File: config.mk
export PLATFORM = sky130hd
export DESIGN_NAME = uart_com_link_flat
export DESIGN_NICKNAME = d
export VERILOG_FILES = /design/src/rtl/uart_com_link_pkg.sv /design/src/rtl/uart_com_link_if.sv /design/src/rtl/uart_byte_fifo.sv /design/src/rtl/uart_com_link.sv /design/src/flat_wrapper.sv
export SDC_FILE = /design/constraint.sdc
export NUM_CORES = 1
export LEC_CHECK = 0
export ABC_AREA = 1
export CAP_MARGIN = 30
export CORE_ASPECT_RATIO = 0.9
export CORE_MARGIN = 2
export CORE_UTILIZATION = 35
export CTS_BUF_LIST = sky130_fd_sc_hd__clkbuf_16
export DETAILED_ROUTE_END_ITERATION = 12
export PLACE_DENSITY = 0.52
export SYNTH_ARGS = -nofsm -noshare
export SYNTH_HDL_FRONTEND = slang
export SYNTH_SLANG_ARGS = --single-unit
File: constraint.sdc
create_clock -name clk -period 7.2 [get_ports clk]
set_input_delay 0.72 -clock clk [delete_from_list [all_inputs] [get_ports clk]]
set_output_delay 0.72 -clock clk [all_outputs]
set_load 0.01 [all_outputs]
File: src/rtl/uart_com_link_pkg.sv
// Shared types and helpers for the parametrised UART link layer.
package uart_com_pkg;

    typedef enum logic [1:0] {RX_IDLE, RX_START, RX_DATA, RX_STOP} rx_state_e;
    typedef enum logic [1:0] {TX_IDLE, TX_START, TX_DATA, TX_STOP} tx_state_e;

    localparam int unsigned FRAME_BITS = 10;

    function automatic int unsigned calc_div(input int unsigned clk_hz, input int unsigned baud);
        return clk_hz / baud;
    endfunction

endpackage

File: src/rtl/uart_com_link_if.sv
// Byte-level handshake between uart_com_link and debug_busmaster.
interface uart_com_link_if;

    logic [7:0] i_tx_data;
    logic       i_tx_strobe;
    logic [7:0] o_rx_data;
    logic       o_rx_strobe;

    modport master (output i_tx_data, output i_tx_strobe, input o_rx_data, input o_rx_strobe);
    modport slave  (input i_tx_data, input i_tx_strobe, output o_rx_data, output o_rx_strobe);

endinterface

File: src/rtl/uart_byte_fifo.sv
// Synchronous byte FIFO with registered read; full/empty from pre-cycle occupancy.
module uart_byte_fifo #(
    parameter int unsigned DEPTH = 16
) (
    input  logic                     clk,
    input  logic                     rst,
    input  logic                     push_i,
    input  logic                     pop_i,
    input  logic [7:0]               wdata_i,
    output logic [7:0]               rdata_o,
    output logic [$clog2(DEPTH):0]   fill_o,
    output logic                     full_o,
    output logic                     empty_o
);
    localparam int unsigned AW = $clog2(DEPTH);

    if (DEPTH < 2 || (DEPTH & (DEPTH - 1)) != 0) begin : g_bad_depth
        $error("uart_byte_fifo: DEPTH must be a power of two >= 2");
    end

    logic [7:0]    mem_q [DEPTH];
    logic [AW-1:0] wr_ptr_q, wr_ptr_d, rd_ptr_q, rd_ptr_d;
    logic [AW:0]   fill_q, fill_d;
    logic [7:0]    rdata_q, rdata_d;
    logic          do_push, do_pop;

    assign full_o  = (fill_q == (AW+1)'(DEPTH));
    assign empty_o = (fill_q == '0);
    assign do_push = push_i && !full_o;
    assign do_pop  = pop_i && !empty_o;
    assign fill_o  = fill_q;
    assign rdata_o = rdata_q;

    always_comb begin
        wr_ptr_d = wr_ptr_q;
        rd_ptr_d = rd_ptr_q;
        fill_d   = fill_q;
        rdata_d  = rdata_q;
        if (do_push) wr_ptr_d = wr_ptr_q + 1'b1;
        if (do_pop) begin
            rd_ptr_d = rd_ptr_q + 1'b1;
            rdata_d  = mem_q[rd_ptr_q];
        end
        unique case ({do_push, do_pop})
            2'b10:   fill_d = fill_q + 1'b1;
            2'b01:   fill_d = fill_q - 1'b1;
            default: fill_d = fill_q;
        endcase
    end

    always_ff @(posedge clk or posedge rst) begin
        if (rst) begin
            wr_ptr_q <= '0;
            rd_ptr_q <= '0;
            fill_q   <= '0;
            rdata_q  <= '0;
        end else begin
            wr_ptr_q <= wr_ptr_d;
            rd_ptr_q <= rd_ptr_d;
            fill_q   <= fill_d;
            rdata_q  <= rdata_d;
        end
    end

    always_ff @(posedge clk) begin
        if (do_push) mem_q[wr_ptr_q] <= wdata_i;
    end

endmodule

File: src/rtl/uart_com_link.sv
// 8N1 UART link layer: oversampling receiver with glitch/framing checks and FIFO-fed transmitter.
module uart_com_link
    import uart_com_pkg::*;
#(
    parameter int unsigned CLK_HZ      = 48000000,
    parameter int unsigned BAUD        = 3000000,
    parameter int unsigned TX_DEPTH    = 16,
    parameter int unsigned SYNC_STAGES = 2
) (
    input  logic                      clk,
    input  logic                      rst,
    input  logic                      uart_rx,
    output logic                      uart_tx,
    uart_com_link_if.slave            com,
    output logic [$clog2(TX_DEPTH):0] o_tx_fill,
    output logic                      o_tx_idle,
    output logic                      o_tx_overflow,
    output logic [7:0]                o_frame_err_cnt
);
    localparam int unsigned DIV = calc_div(CLK_HZ, BAUD);
    localparam int unsigned CW  = $clog2(DIV);

    if (DIV < 4) begin : g_bad_div
        $error("uart_com_link: CLK_HZ/BAUD must be >= 4");
    end
    if (SYNC_STAGES < 2) begin : g_bad_sync
        $error("uart_com_link: SYNC_STAGES must be >= 2");
    end

    // ---------------- receiver ----------------
    logic [SYNC_STAGES-1:0] sync_q;
    logic                   rx_s, rx_prev_q;
    rx_state_e              rx_state_q, rx_state_d;
    logic [CW-1:0]          rx_cnt_q, rx_cnt_d;
    logic [2:0]             rx_bit_q, rx_bit_d;
    logic [7:0]             rx_shift_q, rx_shift_d, rx_data_q, rx_data_d, err_q, err_d;
    logic                   rx_strobe_q, rx_strobe_d;

    assign rx_s = sync_q[SYNC_STAGES-1];

    always_ff @(posedge clk or posedge rst) begin
        if (rst) begin
            sync_q      <= '1;
            rx_prev_q   <= 1'b1;
            rx_state_q  <= RX_IDLE;
            rx_cnt_q    <= '0;
            rx_bit_q    <= '0;
            rx_shift_q  <= '0;
            rx_data_q   <= '0;
            rx_strobe_q <= 1'b0;
            err_q       <= '0;
        end else begin
            sync_q      <= {sync_q[SYNC_STAGES-2:0], uart_rx};
            rx_prev_q   <= rx_s;
            rx_state_q  <= rx_state_d;
            rx_cnt_q    <= rx_cnt_d;
            rx_bit_q    <= rx_bit_d;
            rx_shift_q  <= rx_shift_d;
            rx_data_q   <= rx_data_d;
            rx_strobe_q <= rx_strobe_d;
            err_q       <= err_d;
        end
    end

    always_comb begin
        rx_state_d  = rx_state_q;
        rx_cnt_d    = rx_cnt_q;
        rx_bit_d    = rx_bit_q;
        rx_shift_d  = rx_shift_q;
        rx_data_d   = rx_data_q;
        rx_strobe_d = 1'b0;
        err_d       = err_q;
        unique case (rx_state_q)
            RX_IDLE: begin
                if (rx_prev_q && !rx_s) begin
                    rx_state_d = RX_START;
                    rx_cnt_d   = CW'(DIV / 2 - 1);
                end
            end
            RX_START: begin
                if (rx_cnt_q == '0) begin
                    // A start bit that is high again at mid-bit was only a glitch.
                    rx_state_d = rx_s ? RX_IDLE : RX_DATA;
                    rx_cnt_d   = CW'(DIV - 1);
                    rx_bit_d   = '0;
                end else begin
                    rx_cnt_d = rx_cnt_q - 1'b1;
                end
            end
            RX_DATA: begin
                if (rx_cnt_q == '0) begin
                    rx_shift_d = {rx_s, rx_shift_q[7:1]};
                    rx_bit_d   = rx_bit_q + 3'd1;
                    rx_cnt_d   = CW'(DIV - 1);
                    if (rx_bit_q == 3'd7) rx_state_d = RX_STOP;
                end else begin
                    rx_cnt_d = rx_cnt_q - 1'b1;
                end
            end
            RX_STOP: begin
                if (rx_cnt_q == '0) begin
                    if (rx_s) begin
                        rx_data_d   = rx_shift_q;
                        rx_strobe_d = 1'b1;
                    end else if (err_q != 8'hFF) begin
                        err_d = err_q + 8'd1;
                    end
                    rx_state_d = RX_IDLE;
                end else begin
                    rx_cnt_d = rx_cnt_q - 1'b1;
                end
            end
            default: rx_state_d = RX_IDLE;
        endcase
    end

    always_comb begin
        com.o_rx_data   = rx_data_q;
        com.o_rx_strobe = rx_strobe_q;
        o_frame_err_cnt = err_q;
    end

    // ---------------- transmitter ----------------
    tx_state_e     tx_state_q, tx_state_d;
    logic [CW-1:0] tx_cnt_q, tx_cnt_d;
    logic [2:0]    tx_bit_q, tx_bit_d;
    logic [7:0]    tx_shift_q, tx_shift_d, fifo_rdata;
    logic          ovf_q, ovf_d, tx_pop, fifo_full, fifo_empty;

    uart_byte_fifo #(.DEPTH(TX_DEPTH)) u_fifo (
        .clk     (clk),
        .rst     (rst),
        .push_i  (com.i_tx_strobe),
        .pop_i   (tx_pop),
        .wdata_i (com.i_tx_data),
        .rdata_o (fifo_rdata),
        .fill_o  (o_tx_fill),
        .full_o  (fifo_full),
        .empty_o (fifo_empty)
    );

    always_ff @(posedge clk or posedge rst) begin
        if (rst) begin
            tx_state_q <= TX_IDLE;
            tx_cnt_q   <= '0;
            tx_bit_q   <= '0;
            tx_shift_q <= '0;
            ovf_q      <= 1'b0;
        end else begin
            tx_state_q <= tx_state_d;
            tx_cnt_q   <= tx_cnt_d;
            tx_bit_q   <= tx_bit_d;
            tx_shift_q <= tx_shift_d;
            ovf_q      <= ovf_d;
        end
    end

    // The popped byte appears on fifo_rdata one cycle later, so it is loaded at the end of TX_START.
    always_comb begin
        tx_state_d = tx_state_q;
        tx_cnt_d   = tx_cnt_q;
        tx_bit_d   = tx_bit_q;
        tx_shift_d = tx_shift_q;
        ovf_d      = ovf_q | (com.i_tx_strobe & fifo_full);
        unique case (tx_state_q)
            TX_IDLE: begin
                if (tx_pop) begin
                    tx_state_d = TX_START;
                    tx_cnt_d   = CW'(DIV - 1);
                end
            end
            TX_START: begin
                if (tx_cnt_q == '0) begin
                    tx_state_d = TX_DATA;
                    tx_cnt_d   = CW'(DIV - 1);
                    tx_bit_d   = '0;
                    tx_shift_d = fifo_rdata;
                end else begin
                    tx_cnt_d = tx_cnt_q - 1'b1;
                end
            end
            TX_DATA: begin
                if (tx_cnt_q == '0) begin
                    tx_shift_d = {1'b0, tx_shift_q[7:1]};
                    tx_bit_d   = tx_bit_q + 3'd1;
                    tx_cnt_d   = CW'(DIV - 1);
                    if (tx_bit_q == 3'd7) tx_state_d = TX_STOP;
                end else begin
                    tx_cnt_d = tx_cnt_q - 1'b1;
                end
            end
            TX_STOP: begin
                if (tx_cnt_q == '0) begin
                    tx_state_d = tx_pop ? TX_START : TX_IDLE;
                    tx_cnt_d   = CW'(DIV - 1);
                end else begin
                    tx_cnt_d = tx_cnt_q - 1'b1;
                end
            end
            default: tx_state_d = TX_IDLE;
        endcase
    end

    // Popping at the last stop-bit clock lets the next start bit follow with no idle gap.
    always_comb begin
        tx_pop        = 1'b0;
        uart_tx       = 1'b1;
        unique case (tx_state_q)
            TX_IDLE:  tx_pop  = !fifo_empty;
            TX_START: uart_tx = 1'b0;
            TX_DATA:  uart_tx = tx_shift_q[0];
            TX_STOP:  tx_pop  = !fifo_empty && (tx_cnt_q == '0);
            default:  uart_tx = 1'b1;
        endcase
        o_tx_idle     = fifo_empty && (tx_state_q == TX_IDLE);
        o_tx_overflow = ovf_q;
    end

endmodule

File: src/flat_wrapper.sv
// flat-port wrapper written by rule: the top's interface ports become plain ports
module uart_com_link_flat import uart_com_pkg::*;
#(
    parameter int unsigned CLK_HZ      = 48000000,
    parameter int unsigned BAUD        = 3000000,
    parameter int unsigned TX_DEPTH    = 16,
    parameter int unsigned SYNC_STAGES = 2
)
  (clk, rst, uart_rx, uart_tx, o_tx_fill, o_tx_idle, o_tx_overflow, o_frame_err_cnt, com_i_tx_data, com_i_tx_strobe, com_o_rx_data, com_o_rx_strobe);
  uart_com_link_if com_i ();
  input  logic clk;
  input  logic rst;
  input  logic uart_rx;
  output logic uart_tx;
  output logic [$clog2(TX_DEPTH):0] o_tx_fill;
  output logic o_tx_idle;
  output logic o_tx_overflow;
  output logic [7:0] o_frame_err_cnt;
  input wire logic [$bits(com_i.i_tx_data)-1:0] com_i_tx_data;
  input wire logic [$bits(com_i.i_tx_strobe)-1:0] com_i_tx_strobe;
  output wire logic [$bits(com_i.o_rx_data)-1:0] com_o_rx_data;
  output wire logic [$bits(com_i.o_rx_strobe)-1:0] com_o_rx_strobe;
  assign com_i.i_tx_data = com_i_tx_data;
  assign com_i.i_tx_strobe = com_i_tx_strobe;
  assign com_o_rx_data = com_i.o_rx_data;
  assign com_o_rx_strobe = com_i.o_rx_strobe;
  uart_com_link #(.CLK_HZ(CLK_HZ), .BAUD(BAUD), .TX_DEPTH(TX_DEPTH), .SYNC_STAGES(SYNC_STAGES)) u_core (.clk(clk), .rst(rst), .uart_rx(uart_rx), .uart_tx(uart_tx), .com(com_i), .o_tx_fill(o_tx_fill), .o_tx_idle(o_tx_idle), .o_tx_overflow(o_tx_overflow), .o_frame_err_cnt(o_frame_err_cnt));
endmodule
==> results of run 1 <==
[report_power, final]
part | internal, uW | total, uW | switching (uW)
clock | 714 | 1160 | 448
combinational | 501 | 1490 | 985
sequential | 1460 | 1580 | 125
[cell families after synthesis]
group / Yosys count
AOI/OAI and AO/OA: 65
xor gates and xnor gates: 20
adders and majority gates: 25
buffers and inverters: 190
DFF: 204
muxes: 7
and+or+nand+nor: 449
[final timing paths]
check	startpoint	to	slack, ns	depth (start not counted)
max in group asynchronous	rst	u_core.sync_q[0]	6.04	4
hold reg to reg	u_core.sync_q[0]	u_core.sync_q[1]	0.36	0
min in group asynchronous	rst	u_core.tx_cnt_q[2]	0.53	3
setup reg to reg	u_core.tx_state_q[0]	u_core.u_fifo.fill_o[4]	4.41	15
hold / removal	u_core.sync_q[0]	u_core.sync_q[1]	0.36	0
setup / recovery	u_core.tx_state_q[0]	uart_tx	4.00	5
[registers in the layout, summed over array words and instances (netlist names), named ones only]
signal,flops
u_core.o_frame_err_cnt,8
u_core.u_fifo.rdata_o,8
u_core.com.o_rx_data,8
u_core.com.o_rx_strobe,1
u_core.u_fifo.fill_o,5
u_core.tx_cnt_q,4
u_core.tx_bit_q,3
u_core.u_fifo.mem_q,128
u_core.rx_prev_q,1
u_core.rx_cnt_q,4
u_core.tx_state_q,2
u_core.u_fifo.rd_ptr_q,4
u_core.rx_shift_q,8
u_core.rx_state_q,1
u_core.sync_q,2
u_core.o_tx_overflow,1
u_core.tx_shift_q,8
u_core.rx_bit_q,3
u_core.u_fifo.wr_ptr_q,4
[critical path, delay by kind of cell, from the launching register on]
| kind | cells | cell delay, ns |
|---|---|---|
| buf+inv | 3 | 0.84 |
| fa+ha+maj | 1 | 0.50 |
| flops | 1 | 0.42 |
| compound gates | 1 | 0.21 |
[cell usage after synthesis, types with 2 or more instances]
library cell	number	area share, %
clkbuf_1	4	0.16
nand2_1	289	12
o211ai_1	5	0.40
o21bai_1	2	0.16
nand3_1	112	6.0
xor2_1	13	1.2
buf_4	6	0.48
buf_2	17	0.90
nand4_1	4	0.27
dfrtp_1	73	19
dfstp_2	3	0.84
a21oi_1	7	0.37
clkinv_1	2	0.080
nor2_1	20	0.80
o21ai_0	37	2.0
nor3_1	13	0.69
edfxtp_1	128	41
buf_6	5	0.60
or2_2	2	0.13
mux2_2	7	0.84
ha_1	25	3.3
inv_2	7	0.28
nand2_2	5	0.33
inv_1	149	5.9
xnor2_1	7	0.65
a31oi_1	3	0.20
a21oi_2	2	0.19
o21ai_1	3	0.16
[final cells by class]
type                    count  area (um^2)  share of cell area, %
clock buffers              26          651                   5.94
clock inverters            18          121                   1.11
inverters                 158          594                   5.43
multi-input cells         566         2870                   26.2
flip-flops and latches    204         5750                   52.5
well taps                 348          435                   3.98
repair buffers             53          526                   4.80
[metal layers]
layer / up-vias / part of all wire, % / track usage [%] / wire length [um]
met3: 30 / 4.8 / 2.01 / 996
met2: 136 / 45 / 23.6 / 9330
met1: 3003 / 48 / 22.4 / 9990
li1: 3187 / - / - / -
met4: 0 / 2.1 / 4.13 / 438
met5: - / 0 / 0 / 0
[through the flow]
| step | worst slack [ns] | hold slack, ns | total power (uW) | std cells | utilization [%] |
|---|---|---|---|---|---|
| global placement | 4.31 | 0.356 | 3070 | 1316 | 38.2 |
| CTS | 3.97 | 0.362 | 4280 | 1368 | 41.5 |
| finish | 4.00 | 0.361 | 4230 | 1373 | 41.7 |
| global route | 3.77 | 0.361 | 4560 | 1373 | 41.7 |
| detailed placement | 4.29 | 0.349 | 3100 | 1324 | 38.6 |
| floorplan | 4.55 | 0.345 | 2680 | 960 | - |
==> summary.md, run 1 <==
| Metric | Value |
|---|---|
| Post-DP Area | `10100 um^2` |
| Height of the chip | `between 150 and 200 um` |
| Filler instances | `2533` |
| Clock Tree Buf Depth | `3` |
| Largest net degree at the start of global routing | `69` |
| Worst setup EP type | `output pin` |
| Worst-path clk slew | `0.06 ns` |
| #FFs+latches synth | `between 200 and 250` |
| Post-DP HPWL | `13300 um` |
| Layout net count | `1044` |
| Die Area | `28200 um^2` |
| Yosys warns | `0` |
| Commonest cells after routing, fill and taps aside | `nand2_1 (289), inv_1 (154), edfxtp_1 (128), nand3_1 (112), dfrtp_1 (72)` |
| Post-synthesis mux area share | `0.837%` |
| Vias in the first global route | `6260` |
| First-pass GRT wire length | `34000 um` |
| Die Wd | `177 um` |
| Syn nets | `997` |
| Root Buffer Master | `clkbuf_16` |
| Placement Rows | `56` |
| Required @ worst endpoint | `about 6.5 ns` |
| Power Density | `387 nW/um^2` |
| RSZ-0062 raised after global routing | `no` |
| Compound-Gate Fraction of Synth Area | `approximately 4.1%` |
| Period utilization | `44.4%` |
| Status | `finished, final reports clean` |
| Crit path cell chain | `inv_1 -> ha_1 -> inv_2 -> o21ai_0 -> clkdlybuf4s50_1` |
| Core ar. | `approximately 26000 um^2` |
| N_diodes | `0` |
| CTS Buf Count | `24` |
| PortBufs | `36` |
| TritonCTS clock tree | `built` |
| Via-per-instance ratio | `about 4.6` |
| Iter 0 DRT Violations | `496` |
| Fraction of layout cells with a size suffix above 1 | `slightly below 8%` |
| # IOs | `37` |
| Critical path's slowest cell | `clkdlybuf4s50_1` |
| Sequential share of the synthesized area | `61.1%` |
| Cell Area, Synth | `9410 um^2` |
| Slew Viols, Final | `0` |
| All-Layer GR Usage | `roughly 15%` |
| Post-Synth XOR/XNOR Area | `under 10%` |
| VDD IR max | `~0.14 mV` |
| Worst-Margin Slew | `0.934 ns` |
| Total clock sinks | `204` |
| Crit Path Max Fanout | `15` |
| DR vias | `6356` |
| CP Launch Type | `register` |
| Number of synthesized flops with an enable pin | `128` |
| Cts-stage hold buffer count | `0` |
| Kind of critical path | `register to output pin` |
| Main synth FF type | `edfxtp_1` |
| Adder-Cell Fraction of Synth Area | `about 3.3%` |
| Drt total wl | `20800 um` |
| Routed WL per cell | `15.1 um` |
| Cells after synthesis | `960` |
| Setup bufs post-CTS | `0` |
| Main combinational cell family by area after synthesis | `simple AND/OR/NAND/NOR gates` |
| Initial Utilization | `35.8%` |
| Final setup vio count | `0` |
| Fin crit period | `3.20 ns` |
| Synth cell types | `38` |
| Fmax | `0.313 GHz` |
| Initial antenna violation count | `0` |
| Final Hold Fails | `0` |
| H-tree levels | `1` |
| Routability cong. | `0.775` |
| Max Clock Skew | `0.0125 ns` |
| ANT nets after route | `0` |
| Max-cap viol count | `0` |
| Post-Layout Inst Area | `10900 um^2` |
| Arrival @ worst endpoint | `about 2.5 ns` |
| Post-CTS sizing | `0` |
| Initial DRT Pass Iterations | `5` |
| LEAKAGE | `0.00499 uW` |
| # DRC | `0` |
| Simple-gate share of the synthesized area | `20.4%` |
| Gr ovfl total | `0` |
| Async set-reset flop share out of synthesis | `37.3%` |
| Worst path max stage delay | `around 0.57 ns` |
| Min-delay worst type | `register to register` |
| Layout area overhead | `16.3%` |
| Clock Latency Late Sink | `0.50 ns` |
| Most common cell after layout, fill and taps aside | `nand2_1` |
| Setup TNS | `0 ns` |
| Max-slew headroom | `a little under two fifths` |
| Syn Area/Cell | `around 9.8 um^2` |
No activity file was read; power rests on OpenSTA's default activity.
==> run 2, diff against run 1 <==
- clock period: 7.2 -> 3.1 ns (I/O delays scaled with it)
==> summary.md, run 2 (synthesis gave the netlist of run 1 again) <==
| Metric | Value |
|---|---|
| Status | `finished, final reports clean` |
| Worst-Margin Slew | `0.798 ns` |
| Kind of critical path | `register to output pin` |
| Setup bufs post-CTS | `0` |
| Largest delay contributor family on the critical path | `buffers and inverters` |
| Clock Power Share | `26.6%` |
| Layout area overhead | `15.8%` |
| Fraction of power spent switching nets | `37.4%` |
| Area occupied by multi-input gates | `2870 um^2` |
| CP Launch Type | `register` |
| Initial Utilization | `35.8%` |
| Met2 Use GR | `between 20% and 30%` |
| Worst setup EP type | `output pin` |
| Max Clock Skew | `0.00790 ns` |
| All-Layer GR Usage | `approximately 15%` |
| Root Buffer Master | `clkbuf_16` |
| # IOs | `37` |
| Buf/Inv on CP | `3` |
| GR Util met3 | `2.53%` |
| Psw | `3630 uW` |
| RSZ-0062 raised after global routing | `no` |
| Power Density | `891 nW/um^2` |
| N_diodes | `0` |
| Drt total wl | `20500 um` |
| Height of the chip | `160 um` |
| # DRC | `0` |
| Initial antenna violation count | `0` |
| Cts-stage hold buffer count | `0` |
| Sequential cell area | `between 5000 and 6000 um^2` |
| Slew Viols, Final | `0` |
| Clock Tree Buf Depth | `3` |
| Reg2Reg Setup Slack | `approximately 0.65 ns` |
| Post-CTS sizing | `0` |
| Placement Rows | `56` |
| Max-slew headroom | `46.6%` |
| Arrival @ worst endpoint | `2.48 ns` |
| Total clock sinks | `204` |
| Clock Latency Late Sink | `0.51 ns` |
| ANT nets after route | `0` |
| Vias in the first global route | `6260` |
| Minimum hold slack | `0.207 ns` |
| Critical path's slowest cell | `clkdlybuf4s50_1` |
| H-tree levels | `1` |
| Largest net degree at the start of global routing | `68` |
| Reg with most FFs | `u_core.u_fifo.mem_q` |
| VDD IR max | `between 0.3 and 0.4 mV` |
| Core ar. | `26300 um^2` |
| Worst-path clk slew | `0.06 ns` |
| Top Usage Layer GRT | `met2` |
| Max reg flops | `128` |
| Final setup vio count | `0` |
| GR Layer Usage met1 | `22.1%` |
| Via-per-instance ratio | `approximately 4.5` |
| Max-cap viol count | `0` |
| Crit Path Max Fanout | `15` |
| CTS Buf Count | `24` |
| DR vias | `6236` |
| Iter 0 DRT Violations | `405` |
| Part of the power in registers | `a little under two fifths` |
| Dpl ws | `roughly 0.66 ns` |
| Most common cell after layout, fill and taps aside | `nand2_1` |
| Reg-to-Reg End | `u_core.u_fifo.fill_o[4]` |
| Crit path launch | `u_core.tx_state_q[0]` |
| PortBufs | `36` |
| R2R Path Start | `u_core.tx_state_q[0]` |
| Fmax | `0.359 GHz` |
| TritonCTS clock tree | `built` |
| Routed WL per cell | `14.9 um` |
| Min-delay worst type | `input pin to asynchronous set/reset pin` |
| Final Hold Fails | `0` |
| Setup TNS | `0 ns` |
| Required @ worst endpoint | `2.79 ns` |
| Combinational Power Share | `35.9%` |
| Gr ovfl total | `0` |
| Die Area | `between 20000 and 30000 um^2` |
| Worst path max stage delay | `roughly 0.58 ns` |
| Period utilization | `90.0%` |
| Fraction of layout cells with a size suffix above 1 | `8.09%` |
| Pint | `about 6000 uW` |
| Commonest cells after routing, fill and taps aside | `nand2_1 (289), inv_1 (155), edfxtp_1 (128), nand3_1 (112), dfrtp_1 (72)` |
| Routability cong. | `0.790` |
| Filler instances | `2544` |
| Fin crit period | `roughly 2.8 ns` |
| First-pass GRT wire length | `approximately 34000 um` |
| Worst R2R Path Depth | `15` |
| Crit path cell chain | `inv_1 -> ha_1 -> inv_2 -> o21ai_0 -> clkdlybuf4s50_1` |
| Min setup slack post-route | `0.312 ns` |
| Layout net count | `1046` |
| LEAKAGE | `a little under 0.005 uW` |
| Initial DRT Pass Iterations | `5` |
| Die Wd | `between 150 and 200 um` |
| Post-DP HPWL | `about 13000 um` |
==> run 2: through the flow <==
stage          util, %  area [um^2]  std cells  total power (uW)
2_1_floorplan        -         9410        960              6240
3_3_place_gp      38.7        10200       1331              7200
3_5_place_dp      38.7        10200       1331              7230
4_1_cts           41.5        10900       1374              9850
5_1_grt           41.5        10900       1374             10500
6_report          41.5        10900       1374              9720
==> run 2: worst max path at each step <==
stage	depth (start not counted)	slack, ns	endpoint
after floorplan	16	0.65	u_core.u_fifo.fill_o[4]
after global placement	15	0.68	u_core.u_fifo.fill_o[4]
after detailed placement	15	0.66	u_core.u_fifo.fill_o[4]
after CTS	5	0.26	uart_tx
after global routing	5	0.12	uart_tx
final	5	0.31	uart_tx
==> run 2: area by class of cell <==
cell class	instances	area share, %
Multi-Input combinational cell	566	26.3
Timing Repair Buffer	55	4.84
Tap cell	348	3.99
Clock inverter	18	0.929
Clock buffer	25	5.74
Inverter	158	5.45
Sequential cell	204	52.7
==> run 2: routing by layer <==
metal,vias to the layer above,wire [um]
li1,3188,-
met1,2915,10200
met2,107,8840
met3,26,1040
met4,0,404
met5,-,0
==> run 2: power by group through the flow <==
stage,Clock (uW),Sequential (uW),Combinational (uW)
after floorplan,0,3640,2600
after global placement,0,3690,3510
after detailed placement,0,3690,3530
after CTS,2660,3640,3550
after global routing,2780,3700,4010
final,2580,3640,3490
==> run 3, diff against run 2 <==
- CAP_MARGIN: 30 -> 10
- SLEW_MARGIN: default -> 10
==> results of run 3 <==
Final layout, timing and power as in run 2 (identical DEF).
